## src/rtl/rx_packet_buffer_pkg.sv

```systemverilog
// rx_packet_buffer_pkg: shared link constants and packet type for the receive buffer
// Provides PKT_WIDTH/pkt_t (shared with transmitter and receiver) and FIFO sizing.
package rx_packet_buffer_pkg;
    localparam int PKT_WIDTH  = 55;
    localparam int PKT_DEPTH  = 4;
    localparam int PKT_ADDR_W = $clog2(PKT_DEPTH);
    typedef logic [PKT_WIDTH-1:0] pkt_t;
    typedef logic [PKT_ADDR_W:0]  cnt_t;
endpackage

```

## src/rtl/rx_packet_buffer_if.sv

```systemverilog
// rx_packet_buffer_if: receiver-side and router-side handshake bundle for rx_packet_buffer
// Receiver side: RX_Data, RX_Data_Valid, RX_Ready.
// Router side:   Pkt_Data, Pkt_Valid, Pkt_Ready.
// Status:        Count, Full, Empty.
// slave = buffer view, master = environment view.
interface rx_packet_buffer_if;
    import rx_packet_buffer_pkg::*;
    pkt_t RX_Data;
    logic RX_Data_Valid;
    logic RX_Ready;
    pkt_t Pkt_Data;
    logic Pkt_Valid;
    logic Pkt_Ready;
    cnt_t Count;
    logic Full;
    logic Empty;
    modport slave (
        input  RX_Data, RX_Data_Valid, Pkt_Ready,
        output RX_Ready, Pkt_Data, Pkt_Valid, Count, Full, Empty
    );
    modport master (
        output RX_Data, RX_Data_Valid, Pkt_Ready,
        input  RX_Ready, Pkt_Data, Pkt_Valid, Count, Full, Empty
    );
endinterface

```

## src/rtl/rx_pkt_fifo_mem.sv

```systemverilog
// rx_pkt_fifo_mem: DEPTH x WIDTH register array, one write port, one asynchronous read port
// Clk_S/Rst_n: clock and asynchronous active-low clear of every entry.
// we_i/waddr_i/wdata_i: write port. raddr_i/rdata_o: combinational read port.
module rx_pkt_fifo_mem #(
    parameter int WIDTH  = 55,
    parameter int DEPTH  = 4,
    parameter int ADDR_W = 2
) (
    input  logic              Clk_S,
    input  logic              Rst_n,
    input  logic              we_i,
    input  logic [ADDR_W-1:0] waddr_i,
    input  logic [WIDTH-1:0]  wdata_i,
    input  logic [ADDR_W-1:0] raddr_i,
    output logic [WIDTH-1:0]  rdata_o
);
    logic [WIDTH-1:0] mem_q [DEPTH];

    always_ff @(posedge Clk_S or negedge Rst_n) begin
        if (!Rst_n) begin
            for (int i = 0; i < DEPTH; i++) mem_q[i] <= '0;
        end else if (we_i) begin
            mem_q[waddr_i] <= wdata_i;
        end
    end

    assign rdata_o = mem_q[raddr_i];
endmodule

```

## src/rtl/rx_packet_buffer.sv

```systemverilog
// rx_packet_buffer: show-ahead packet FIFO between the serial receiver and the router core
// Clk_S: link clock. Rst_n: asynchronous active-low reset, discards all buffered packets.
// bus (slave): RX_Data/RX_Data_Valid/RX_Ready from the receiver,
//              Pkt_Data/Pkt_Valid/Pkt_Ready to the router core, Count/Full/Empty status.
module rx_packet_buffer
    import rx_packet_buffer_pkg::*;
#(
    parameter int WIDTH  = PKT_WIDTH,
    parameter int DEPTH  = PKT_DEPTH,
    parameter int ADDR_W = PKT_ADDR_W
) (
    input  logic               Clk_S,
    input  logic               Rst_n,
    rx_packet_buffer_if.slave  bus
);
    localparam logic [ADDR_W:0] FULL_CNT = (ADDR_W+1)'(DEPTH);

    logic [ADDR_W-1:0] wr_ptr_q, wr_ptr_d, rd_ptr_q, rd_ptr_d;
    logic [ADDR_W:0]   count_q, count_d;
    logic              rx_ready_q, rx_ready_d;
    logic              push, pop;
    logic [WIDTH-1:0]  head;

    // RX_Ready is dropped for one cycle after every accepted packet so a
    // receiver that holds RX_Data_Valid one cycle too long is not captured twice.
    always_comb begin
        push       = bus.RX_Data_Valid & rx_ready_q;
        pop        = (count_q != '0) & bus.Pkt_Ready;
        wr_ptr_d   = push ? wr_ptr_q + 1'b1 : wr_ptr_q;
        rd_ptr_d   = pop ? rd_ptr_q + 1'b1 : rd_ptr_q;
        count_d    = (push && !pop) ? count_q + 1'b1 :
                     (!push && pop) ? count_q - 1'b1 : count_q;
        rx_ready_d = (count_d < FULL_CNT) & ~push;
    end

    always_ff @(posedge Clk_S or negedge Rst_n) begin
        if (!Rst_n) begin
            wr_ptr_q   <= '0;
            rd_ptr_q   <= '0;
            count_q    <= '0;
            rx_ready_q <= 1'b0;
        end else begin
            wr_ptr_q   <= wr_ptr_d;
            rd_ptr_q   <= rd_ptr_d;
            count_q    <= count_d;
            rx_ready_q <= rx_ready_d;
        end
    end

    rx_pkt_fifo_mem #(.WIDTH(WIDTH), .DEPTH(DEPTH), .ADDR_W(ADDR_W)) u_mem (
        .Clk_S   (Clk_S),
        .Rst_n   (Rst_n),
        .we_i    (push),
        .waddr_i (wr_ptr_q),
        .wdata_i (bus.RX_Data),
        .raddr_i (rd_ptr_q),
        .rdata_o (head)
    );

    assign bus.RX_Ready  = rx_ready_q;
    assign bus.Pkt_Data  = head;
    assign bus.Count     = count_q;
    assign bus.Empty     = (count_q == '0);
    assign bus.Full      = (count_q == FULL_CNT);
    assign bus.Pkt_Valid = (count_q != '0);
endmodule

```

## src/flat_wrapper.sv

```systemverilog
// flat-port wrapper written by rule: the top's interface ports become plain ports
module rx_packet_buffer_flat import rx_packet_buffer_pkg::*;
#(
    parameter int WIDTH  = PKT_WIDTH,
    parameter int DEPTH  = PKT_DEPTH,
    parameter int ADDR_W = PKT_ADDR_W
)
  (Clk_S, Rst_n, bus_RX_Data, bus_RX_Data_Valid, bus_Pkt_Ready, bus_RX_Ready, bus_Pkt_Data, bus_Pkt_Valid, bus_Count, bus_Full, bus_Empty);
  rx_packet_buffer_if bus_i ();
  input  logic Clk_S;
  input  logic Rst_n;
  input wire logic [$bits(bus_i.RX_Data)-1:0] bus_RX_Data;
  input wire logic [$bits(bus_i.RX_Data_Valid)-1:0] bus_RX_Data_Valid;
  input wire logic [$bits(bus_i.Pkt_Ready)-1:0] bus_Pkt_Ready;
  output wire logic [$bits(bus_i.RX_Ready)-1:0] bus_RX_Ready;
  output wire logic [$bits(bus_i.Pkt_Data)-1:0] bus_Pkt_Data;
  output wire logic [$bits(bus_i.Pkt_Valid)-1:0] bus_Pkt_Valid;
  output wire logic [$bits(bus_i.Count)-1:0] bus_Count;
  output wire logic [$bits(bus_i.Full)-1:0] bus_Full;
  output wire logic [$bits(bus_i.Empty)-1:0] bus_Empty;
  assign bus_i.RX_Data = bus_RX_Data;
  assign bus_i.RX_Data_Valid = bus_RX_Data_Valid;
  assign bus_i.Pkt_Ready = bus_Pkt_Ready;
  assign bus_RX_Ready = bus_i.RX_Ready;
  assign bus_Pkt_Data = bus_i.Pkt_Data;
  assign bus_Pkt_Valid = bus_i.Pkt_Valid;
  assign bus_Count = bus_i.Count;
  assign bus_Full = bus_i.Full;
  assign bus_Empty = bus_i.Empty;
  rx_packet_buffer #(.WIDTH(WIDTH), .DEPTH(DEPTH), .ADDR_W(ADDR_W)) u_core (.Clk_S(Clk_S), .Rst_n(Rst_n), .bus(bus_i));
endmodule
```

## config.mk

```make
export PLATFORM = sky130hd
export DESIGN_NAME = rx_packet_buffer_flat
export DESIGN_NICKNAME = d
export VERILOG_FILES = /design/src/rtl/rx_packet_buffer_pkg.sv /design/src/rtl/rx_packet_buffer_if.sv /design/src/rtl/rx_pkt_fifo_mem.sv /design/src/rtl/rx_packet_buffer.sv /design/src/flat_wrapper.sv
export SDC_FILE = /design/constraint.sdc
export NUM_CORES = 1
export LEC_CHECK = 0
export BUFFER_PORTS_ARGS = -buffer_cell sky130_fd_sc_hd__buf_2
export CAP_MARGIN = 20
export CORE_MARGIN = 10
export CORE_UTILIZATION = 37
export CTS_CLUSTER_SIZE = 14
export DETAILED_ROUTE_END_ITERATION = 8
export RECOVER_POWER = 100
export SLEW_MARGIN = 40
export SYNTH_ARGS = -nofsm -noshare
export SYNTH_HDL_FRONTEND = slang
export SYNTH_SLANG_ARGS = --single-unit
```

## constraint.sdc

```tcl
create_clock -name Clk_S -period 2.3 [get_ports Clk_S]
set_clock_uncertainty 0.1 [all_clocks]
set_input_delay 0.345 -clock Clk_S [delete_from_list [all_inputs] [get_ports Clk_S]]
set_output_delay 0.345 -clock Clk_S [all_outputs]
set_load 0.01 [all_outputs]
```

### After elaboration in Yosys (flattened, before gate mapping)

Index checks and enable logic that the tools add are counted.

| word-level totals | value |
|---|---|
| bits of input ports | 59 |
| flip-flop bits (word level) | 228 |
| output and inout bits | 62 |

| cells by class | value |
|---|---|
| mux-type cells | 8 |
| $add $sub $neg | 4 |
| reduce and logical (&&, ||, !) cells | 7 |
| order comparisons | 4 |
| bitwise operators | 6 |
| equality and inequality tests | 1 |

Operators with widths:

| kind | count |
|---|---|
| bitwise mux 220 bit | 1 |
| 2-to-1 mux 55 bit | 3 |
| binary-select mux 55 bit (select 2 bit) | 1 |
| demux 55 bit (select 2 bit) | 1 |
| greater-or-equal comparator 3 bit, second input constant | 2 |
| 2-to-1 mux 3 bit | 2 |
| NOT 2 -> 3 bit | 2 |
| adder 2 x 1 -> 2 bit, second input constant | 2 |
| adder 3 x 1 -> 3 bit, second input constant | 1 |
| AND 1 bit | 3 |
| == test 3 bit, second input constant | 1 |
| logical AND 1 bit | 3 |
| zero test 3 bit | 1 |
| < comparator 3 x 1 -> 1 bit, second input constant | 1 |
| < comparator 3 bit, second input constant | 1 |
| nonzero test 3 bit | 1 |
| subtractor 3 x 1 -> 3 bit, second input constant | 1 |
| zero test 1 bit | 2 |
| NOT 1 bit | 1 |

### Depth between registers and ports, before layout

Gate-level depths: netlist of the first run.

| logic depth | value |
|---|---|
| word-level depth | 7 |
| depth in mapped cells | 9 |
| depth with buffers taken out | 9 |

### Modules after synthesis

From an unflattened synthesis of the first run, not the netlist that was laid out.

| unflattened totals | value |
|---|---|
| cell total of the unflattened synthesis | 575 |
| area total of the unflattened synthesis | 10024.6 um^2 |

By module, submodules not included:

| module | cells an instance | area an instance (um^2) | sequential area each (um^2) | times used |
|---|---|---|---|---|
| rx_pkt_fifo_mem | 534 | 9593.0 | 5505.3 | 1 |
| rx_packet_buffer | 41 | 431.7 | 200.2 | 1 |

### Worst setup path before layout of the first run

Ideal clock, no wire load.

| timing | value |
|---|---|
| path type | register -> register |
| start | register u_core.count_q[0] (netlist: u_core.bus.Count[0]) |
| end | register u_core.rx_ready_q (netlist: u_core.bus.RX_Ready) |
| period minus slack after synthesis | 1.932 ns |
| required time | 2.073 ns |
| path buffers | 0 |
| path slack | 0.368 ns |
| arrival time | 1.705 ns |
| stages on the path, launching flop included | 9 |
| cell sequence | dfrtp_1 inv_1 ha_1 nand2b_1 nand2_1 ha_1 and3_1 a211oi_1 nor2_1 |

| on the way | value |
|---|---|
| word-level cells in the longest chain between the ends | 7 |
| elaborated cells between the ends (all ways) | 11 |
| classes of those cells | add/sub: 2; order compare: 1; mux: 2; bitwise: 2; reduce/logical: 4 |

RTL lines:

| item | RTL line | source |
|---|---|---|
| start: declaration | rx_packet_buffer.sv:19 | `logic [ADDR_W:0] count_q, count_d;` |
| start signal: assignment | rx_packet_buffer.sv:45 | `count_q <= count_d;` |
| nonzero test 3 bit * | -- |  |
| net bus_Pkt_Valid | flat_wrapper.sv:17 | `output wire logic [$bits(bus_i.Pkt_Valid)-1:0] bus_Pkt_Valid;` |
| AND 1 bit * | rx_packet_buffer.sv:28 | `pop = (count_q != '0) & bus.Pkt_Ready;` |
| logical AND 1 bit / zero test 1 bit (equally long branches) | rx_packet_buffer.sv:32, rx_packet_buffer.sv:31 |  |
| 2-to-1 mux 3 bit / logical AND 1 bit (equally long branches) | rx_packet_buffer.sv:32, rx_packet_buffer.sv:31 |  |
| 2-to-1 mux 3 bit * | rx_packet_buffer.sv:31 | `count_d = (push && !pop) ? count_q + 1'b1 :` |
| net u_core.count_d[2] | rx_packet_buffer.sv:19 |  |
| < comparator 3 bit * | rx_packet_buffer.sv:33 | `rx_ready_d = (count_d < FULL_CNT) & ~push;` |
| AND 1 bit * | rx_packet_buffer.sv:33 |  |
| net u_core.rx_ready_d | rx_packet_buffer.sv:20 | `logic rx_ready_q, rx_ready_d;` |
| end signal: assignment | rx_packet_buffer.sv:46 | `rx_ready_q <= rx_ready_d;` |
| end: declaration | rx_packet_buffer.sv:20 |  |

The timed path passes the listed nets; every way through them passes the cells marked *.
A chain may end at the register's enable or synchronous reset.

### Worst setup path after layout of the first run

| timing | value |
|---|---|
| start | register u_core.rd_ptr_q[0] |
| end | output port bus_Pkt_Data[8] |

| on the way | value |
|---|---|
| word-level cells in the longest chain between the ends | 4 |

RTL lines:

| item | RTL line | source |
|---|---|---|
| start: declaration | rx_packet_buffer.sv:18 | `logic [ADDR_W-1:0] wr_ptr_q, wr_ptr_d, rd_ptr_q, rd_ptr_d;` |
| start signal: assignment | rx_packet_buffer.sv:44 | `rd_ptr_q <= rd_ptr_d;` |
| NOT 2 -> 3 bit (not written as such) | rx_pkt_fifo_mem.sv:27 | `assign rdata_o = mem_q[raddr_i];` |
| binary-select mux 55 bit (select 2 bit) | rx_pkt_fifo_mem.sv:27 |  |
| 2-to-1 mux 55 bit (not written as such) (2 in a row) | rx_pkt_fifo_mem.sv:27 |  |
| end: declaration | flat_wrapper.sv:16 | `output wire logic [$bits(bus_i.Pkt_Data)-1:0] bus_Pkt_Data;` |

Every way passes these cells. The select of a mux whose other input is x is not followed.

==> impl_results.md, run 1 <==
* Run status: finished, violations left
* Compound-gate portion of the synthesized area at 0.3174%
* Global-route congestion overflow total at 0
* Cell accounting for the most synthesized area: dfrtp_1
* Max Buffers Root-to-Sink at 3
* Overall global routing resource usage at 13.62%
* Number of standard cells in the layout, taps in and fillers out at 1184
* Number of standard cells after synthesis at 578
* Multiplexer share of the synthesized area at 40.47%
* Row count at 63
* Most instantiated flip-flop cell in the synthesis netlist: dfrtp_1
* Top cell type's share of synthesized area at 51.69%
* Sum of routed wire length over all layers at 25.35 mm
* Final number of max-transition violations at 58
* ANT nets after route at 0
* Endpoint type of the worst setup path: output pin
* Global-route wire length before repair at 40.30 mm
* Largest family of logic cells by synthesized area: multiplexers
* Clock-pin slew of the registers on the worst-case setup and hold paths at 60 ps
* Buffers added on ports at 120
* Skew-Pair Late Insertion Delay at 520 ps
* Synth Area per Inst at 19.09 um^2
* Final count of hold timing violations at 0
* Drt first pass iters at 4
* I/O pins at 121
* Largest voltage drop on the vdd net at 0.8848 mV
* Area added between synthesis and finish at 21.53%
* Leading cell types in the layout, fill and taps excluded: dfrtp_1 (226), mux2_4 (133), mux2_1 (67)
* Register-to-register setup slack at 90 ps
* Setup slack after layout at -130.7 ps
* Share of the yosys chip area belonging to registers at 51.69%
* Mapped Area at 11040 um^2
* Post-synth net total at 646
* DRT iter0 DRCs at 259
* Total power after layout at 20.96 mW
* Hold Crit Class: primary input to flip-flop
* Antenna diode instance count at 0
* Setup slack after placement at 287.9 ps
* XOR/XNOR share of the synthesized area at 0.2381%
* Die area at 37140 um^2
* Total Negative Setup Slacks at -4526 ps
* Largest fanout on the critical path at 6
* Ratio of cells with drive above 1 in the final layout at 50.76%
* Cells along the critical path: buf_12 -> clkbuf_16 -> mux4_2 -> buf_2
* Area fraction in and, or, nand and nor cells after synthesis at 1.474%
* Power per cell area at 1563 nW/um^2
* GP Congestion at 0.7269
* Cell chosen for the clock root: clkbuf_16
* Synth Area in Adders at 1.020%
* Number of nets in the final layout at 843
* Data required time at the worst endpoint at 1860 ps
* Final HPWL from detailed placement at 16.18 mm
* Max-Cap Viols at 1
* Number of fill cells in the layout at 2585
* Number of sinks driven by the clock tree at 228
* Worst Path Class, Setup: flip-flop to output pin
* Clock tree from TritonCTS: yes
* Number of enable-type register cells in the synthesized netlist at 0
* Highest achievable clock rate at 411.4 MHz
* Max-slew headroom at the worst pin at -2.572%
* Final setup viols at 55
* Unique cell type count in the Yosys netlist at 27
* Part of the cycle the worst path needs at 105.7%
* Initial Util at 37.34%
* Via count normalized by instance count at 4.861
* Slowest stage delay, CP at 520 ps
* Largest net degree at the start of global routing at 58
* Number of levels in the clock H-tree at 1
* Static leakage at 6.379 nW
* Biggest area contributors in the synthesized netlist: dfrtp_1 (52%), mux2_4 (27%), mux4_2 (11%)
* Minimum period implied by the final worst setup slack at 2431 ps
* #FFs+latches synth at 228
* Overall die width at 192.7 um
* Worst-margin pin slew at 1539 ps
* Placed cell count at 1082
* Setup repair after global routing missed its margin: yes
* Routed wire length per instance at 21.41 um
* Critical path's slowest cell: mux4_2
* Async set or reset register ratio after synthesis at 100.0%
* Commonest non-fill, non-tap cell in the layout: dfrtp_1
* Number of warnings printed during yosys synthesis at 0
* Number of global-route vias before repair at 6850
* Arrival time at the worst endpoint at 1990 ps
* Overall via count from detail_route at 5756
* Failing checks: capacitance limit, slew limit, setup timing
* Area of the core at 29560 um^2
* Number of DRC violations after detailed routing at 0
* Y dimension of the die at 192.7 um
* Element type at the critical path start: flip-flop
* Initial antenna violation count at 0
* CTS buffer count at 27
-- per-stage QoR --
step	hold slack (ps)	util (%)	instance area, um^2
global placement	212.5	40.58	12000
CTS	0.02887	45.90	13570
finish	11.20	45.38	13410
floorplan	-50.59	-	11040
global route	-3.629	45.38	13410
detailed placement	222.8	40.58	12000
-- layer usage --
metal / part of all wire, % / vias up / routed length (um) / GRT usage, %
met3: 6.2 / 37 / 1559 / 3.578
met5: 0 / - / 0 / 0
li1: - / 2536 / - / -
met1: 43 / 3062 / 10980 / 17.96
met2: 49 / 121 / 12370 / 22.15
met4: 1.7 / 0 / 436 / 2.743
-- critical path: cells and delay by family (launching register included) --
| family | cells | cell delay [ps] |
|---|---|---|
| muxes | 1 | 520 |
| DFF | 1 | 450 |
| buffers and inverters | 3 | 490 |
-- Yosys cell counts (3+ instances only) --
library cell	instances
nand2_8	4
ha_1	9
dfrtp_1	228
xnor2_1	3
buf_2	5
mux4_2	55
inv_1	6
mux2_2	20
buf_6	4
nand2_1	4
mux2_4	200
buf_12	20
-- area by class of cell --
class / count / area (um^2) / area share (%)
inverters: 7 / 38.79 / 0.2892
multi-input cells: 311 / 4489 / 33.47
flip-flops and latches: 228 / 5710 / 42.57
well taps: 390 / 488.0 / 3.638
repair buffers: 200 / 1838 / 13.70
clock inverters: 3 / 15.01 / 0.1119
clock buffers: 45 / 833.3 / 6.213
-- state kept, by name (all words and copies together) (netlist names) --
register and flops:
u_core.u_mem.mem_q 220, u_core.bus.Count 3, u_core.rd_ptr_q 2, u_core.bus.RX_Ready 1, u_core.wr_ptr_q 2
-- where the power goes --
part	switching [mW]	internal (mW)
Clock	1.59	2.44
Combinational	3.59	6.16
Sequential	1.14	6.03
Total	6.33	14.6
-- cell families after synthesis --
| logic type | Yosys count |
|---|---|
| adder cells (fa/ha/maj) | 9 |
| AO/OA/AOI/OAI | 6 |
| flip-flops | 228 |
| XOR/XNOR | 3 |
| multiplexers | 275 |
| AND/OR/NAND/NOR | 18 |
| buffers and inverters | 39 |
-- worst paths after layout --
| check | startpoint | cells after the start | end |
|---|---|---|---|
| worst max-delay path | u_core.rd_ptr_q[0] | 4 | bus_Pkt_Data[8] |
| worst min-delay path | bus_RX_Data[13] | 2 | u_core.u_mem.mem_q[178] |
| worst max register to register | u_core.wr_ptr_q[0] | 5 | u_core.u_mem.mem_q[106] |
| worst min register to register | u_core.u_mem.mem_q[77] | 1 | u_core.u_mem.mem_q[77] |
| max in group asynchronous | Rst_n | 3 | u_core.u_mem.mem_q[73] |
| min in group asynchronous | Rst_n | 2 | u_core.u_mem.mem_q[208] |
-- timing repair --
item                                    in CTS  in global routing
resized for setup                           31                 34
hold buffers                                44                  0
endpoints found under the setup margin      52                 55
pin swaps                                    0                  0
endpoints found under the hold margin      203                  0
gates cloned                                 1                  3
buffers inserted                             6                  0
Power figures use the tool's default switching activity.
==> inputs of run 2 (changes only) <==
--- a/config.mk
+++ b/config.mk
@@ -11,6 +11,7 @@
 export CORE_UTILIZATION = 37
 export CTS_CLUSTER_SIZE = 14
 export DETAILED_ROUTE_END_ITERATION = 8
+export PLACE_DENSITY = 0.53
 export RECOVER_POWER = 100
 export SLEW_MARGIN = 40
 export SYNTH_ARGS = -nofsm -noshare
==> run 2 against run 1 <==
Against the previous run: first-iteration DRC count fell by 26%; clock-buffer cell count fell by 5; fmax rose by 0.27%; flip-flop and latch count did not move; largest power group unchanged; design area decreased by 0.86%; critical path type unchanged; the run ends with hold timing, capacitance limit, slew limit, setup timing left; largest cell class unchanged.
==> impl_results.md, run 2 (synthesis gave the netlist of run 1 again) <==
* Final design utilization at 44.99%
* Commonest non-fill, non-tap cell in the layout: dfrtp_1
* DRT iter0 DRCs at 192
* Y dimension of the die at 192.7 um
* Biggest register: u_core.u_mem.mem_q
* Overall die width at 192.7 um
* Max Buffers Root-to-Sink at 3
* Skew-Pair Late Insertion Delay at 520 ps
* Area of the core at 29560 um^2
* Static leakage at 6.243 nW
* Worst Path Class, Setup: flip-flop to output pin
* Initial Util at 37.34%
* Arrival time at the worst endpoint at 1980 ps
* Routed wire length per instance at 21.68 um
* Global-route wire length before repair at 41.07 mm
* Final setup viols at 54
* Overall via count from detail_route at 5808
* Via count normalized by instance count at 4.872
* Leading cell types in the layout, fill and taps excluded: dfrtp_1 (226), mux2_1 (109), mux2_4 (91)
* Final number of max-transition violations at 60
* Largest voltage drop on the vdd net at 0.7719 mV
* Number of nets in the final layout at 849
* GP Congestion at 0.7642
* Run status: finished, violations left
* Hold Crit Class: primary input to flip-flop
* Ratio of cells with drive above 1 in the final layout at 46.07%
* Global-route congestion overflow total at 0
* Initial antenna violation count at 1
* Setup slack after layout at -124.2 ps
* Part of the cycle the worst path needs at 105.4%
* Max-slew headroom at the worst pin at -8.419%
* Highest achievable clock rate at 412.5 MHz
* Number of global-route vias before repair at 6939
* Die area at 37140 um^2
* Clock tree from TritonCTS: yes
* Largest fanout on the critical path at 6
* Cell chosen for the clock root: clkbuf_16
* Post-Route Hold Slack at -4.785 ps
* Worst-margin pin slew at 1626 ps
* Number of DRC violations after detailed routing at 0
* Data required time at the worst endpoint at 1860 ps
* Row count at 63
* Overall global routing resource usage at 13.87%
* Area added between synthesis and finish at 20.49%
* Number of sinks driven by the clock tree at 228
* Element type at the critical path start: flip-flop
* Setup slack after placement at 191.9 ps
* Endpoint type of the worst setup path: output pin
* Max FFs per register at 220
* Max-Cap Viols at 1
* CTS buffer count at 26
* Number of levels in the clock H-tree at 1
* Largest net degree at the start of global routing at 70
* Buffers added on ports at 120
* Clock-pin slew of the registers on the worst-case setup and hold paths at 60 ps
* Failing checks: hold timing, capacitance limit, slew limit, setup timing
* Power per cell area at 1557 nW/um^2
* Sum of routed wire length over all layers at 25.84 mm
* Number of fill cells in the layout at 2687
* I/O pins at 121
* Minimum period implied by the final worst setup slack at 2424 ps
* Setup repair after global routing missed its margin: yes
* Drt first pass iters at 4
* ANT nets after route at 0
* Final HPWL from detailed placement at 16.49 mm
* Total Negative Setup Slacks at -5028 ps
* Final count of hold timing violations at 5
run 2: power by group:
| group | internal, mW | switching [mW] | total (mW) |
|---|---|---|---|
| combinational | 5.73 | 3.52 | 9.25 |
| clock | 2.65 | 1.66 | 4.30 |
| sequential | 6.03 | 1.13 | 7.16 |
run 2: stage by stage:
stage	cells	power, mW	instance area (um^2)
final	1192	20.71	13300
after global routing	1192	21.91	13300
after detailed placement	1084	16.02	12000
after CTS	1180	21.18	13520
after global placement	1084	15.70	12000
after floorplan	578	13.41	11040
run 2: worst max-delay path: stages (launching register included):
cell	delay (ps)
dfrtp_4	480
buf_4	170
clkbuf_16	150
mux4_2	500
buf_2	160
run 2: worst paths after layout:
kind	start	end	slack [ps]	cells after the start
worst max register to register	u_core.bus.RX_Ready	u_core.u_mem.mem_q[161]	120	5
worst max-delay path	u_core.rd_ptr_q[0]	bus_Pkt_Data[11]	-120	4
worst min-delay path	bus_RX_Data[36]	u_core.u_mem.mem_q[201]	-5	2
max in group asynchronous	Rst_n	u_core.rd_ptr_q[0]	260	3
worst min register to register	u_core.u_mem.mem_q[76]	u_core.u_mem.mem_q[76]	390	1
min in group asynchronous	Rst_n	u_core.u_mem.mem_q[97]	690	2
run 2: layout make-up:
class	instances	area, um^2	area share [%]
Clock buffer	40	774.5	5.824
Clock inverter	8	117.6	0.8845
Multi-Input combinational cell	311	4354	32.74
Antenna cell	1	2.502	0.01882
Sequential cell	228	5710	42.94
Timing Repair Buffer	207	1824	13.72
Inverter	7	26.28	0.1976
Tap cell	390	488.0	3.670
run 2: per-layer routing:
metal | up-vias | GRT usage [%] | routed length [um] | share of wire [%]
li1 | 2558 | - | - | -
met1 | 3116 | 18.62 | 11680 | 45
met2 | 102 | 22.94 | 12660 | 49
met3 | 32 | 2.620 | 974 | 3.8
met4 | 0 | 2.773 | 526 | 2.0
met5 | - | 0 | 0 | 0
run 2: what timing repair did:
item | 4_1_cts | 5_1_grt
setup endpoints to repair | 50 | 56
setup buffers | 4 | 5
hold endpoints to repair | 183 | 0
resized for setup | 27 | 41
gates cloned | 0 | 7
hold buffers | 44 | 0
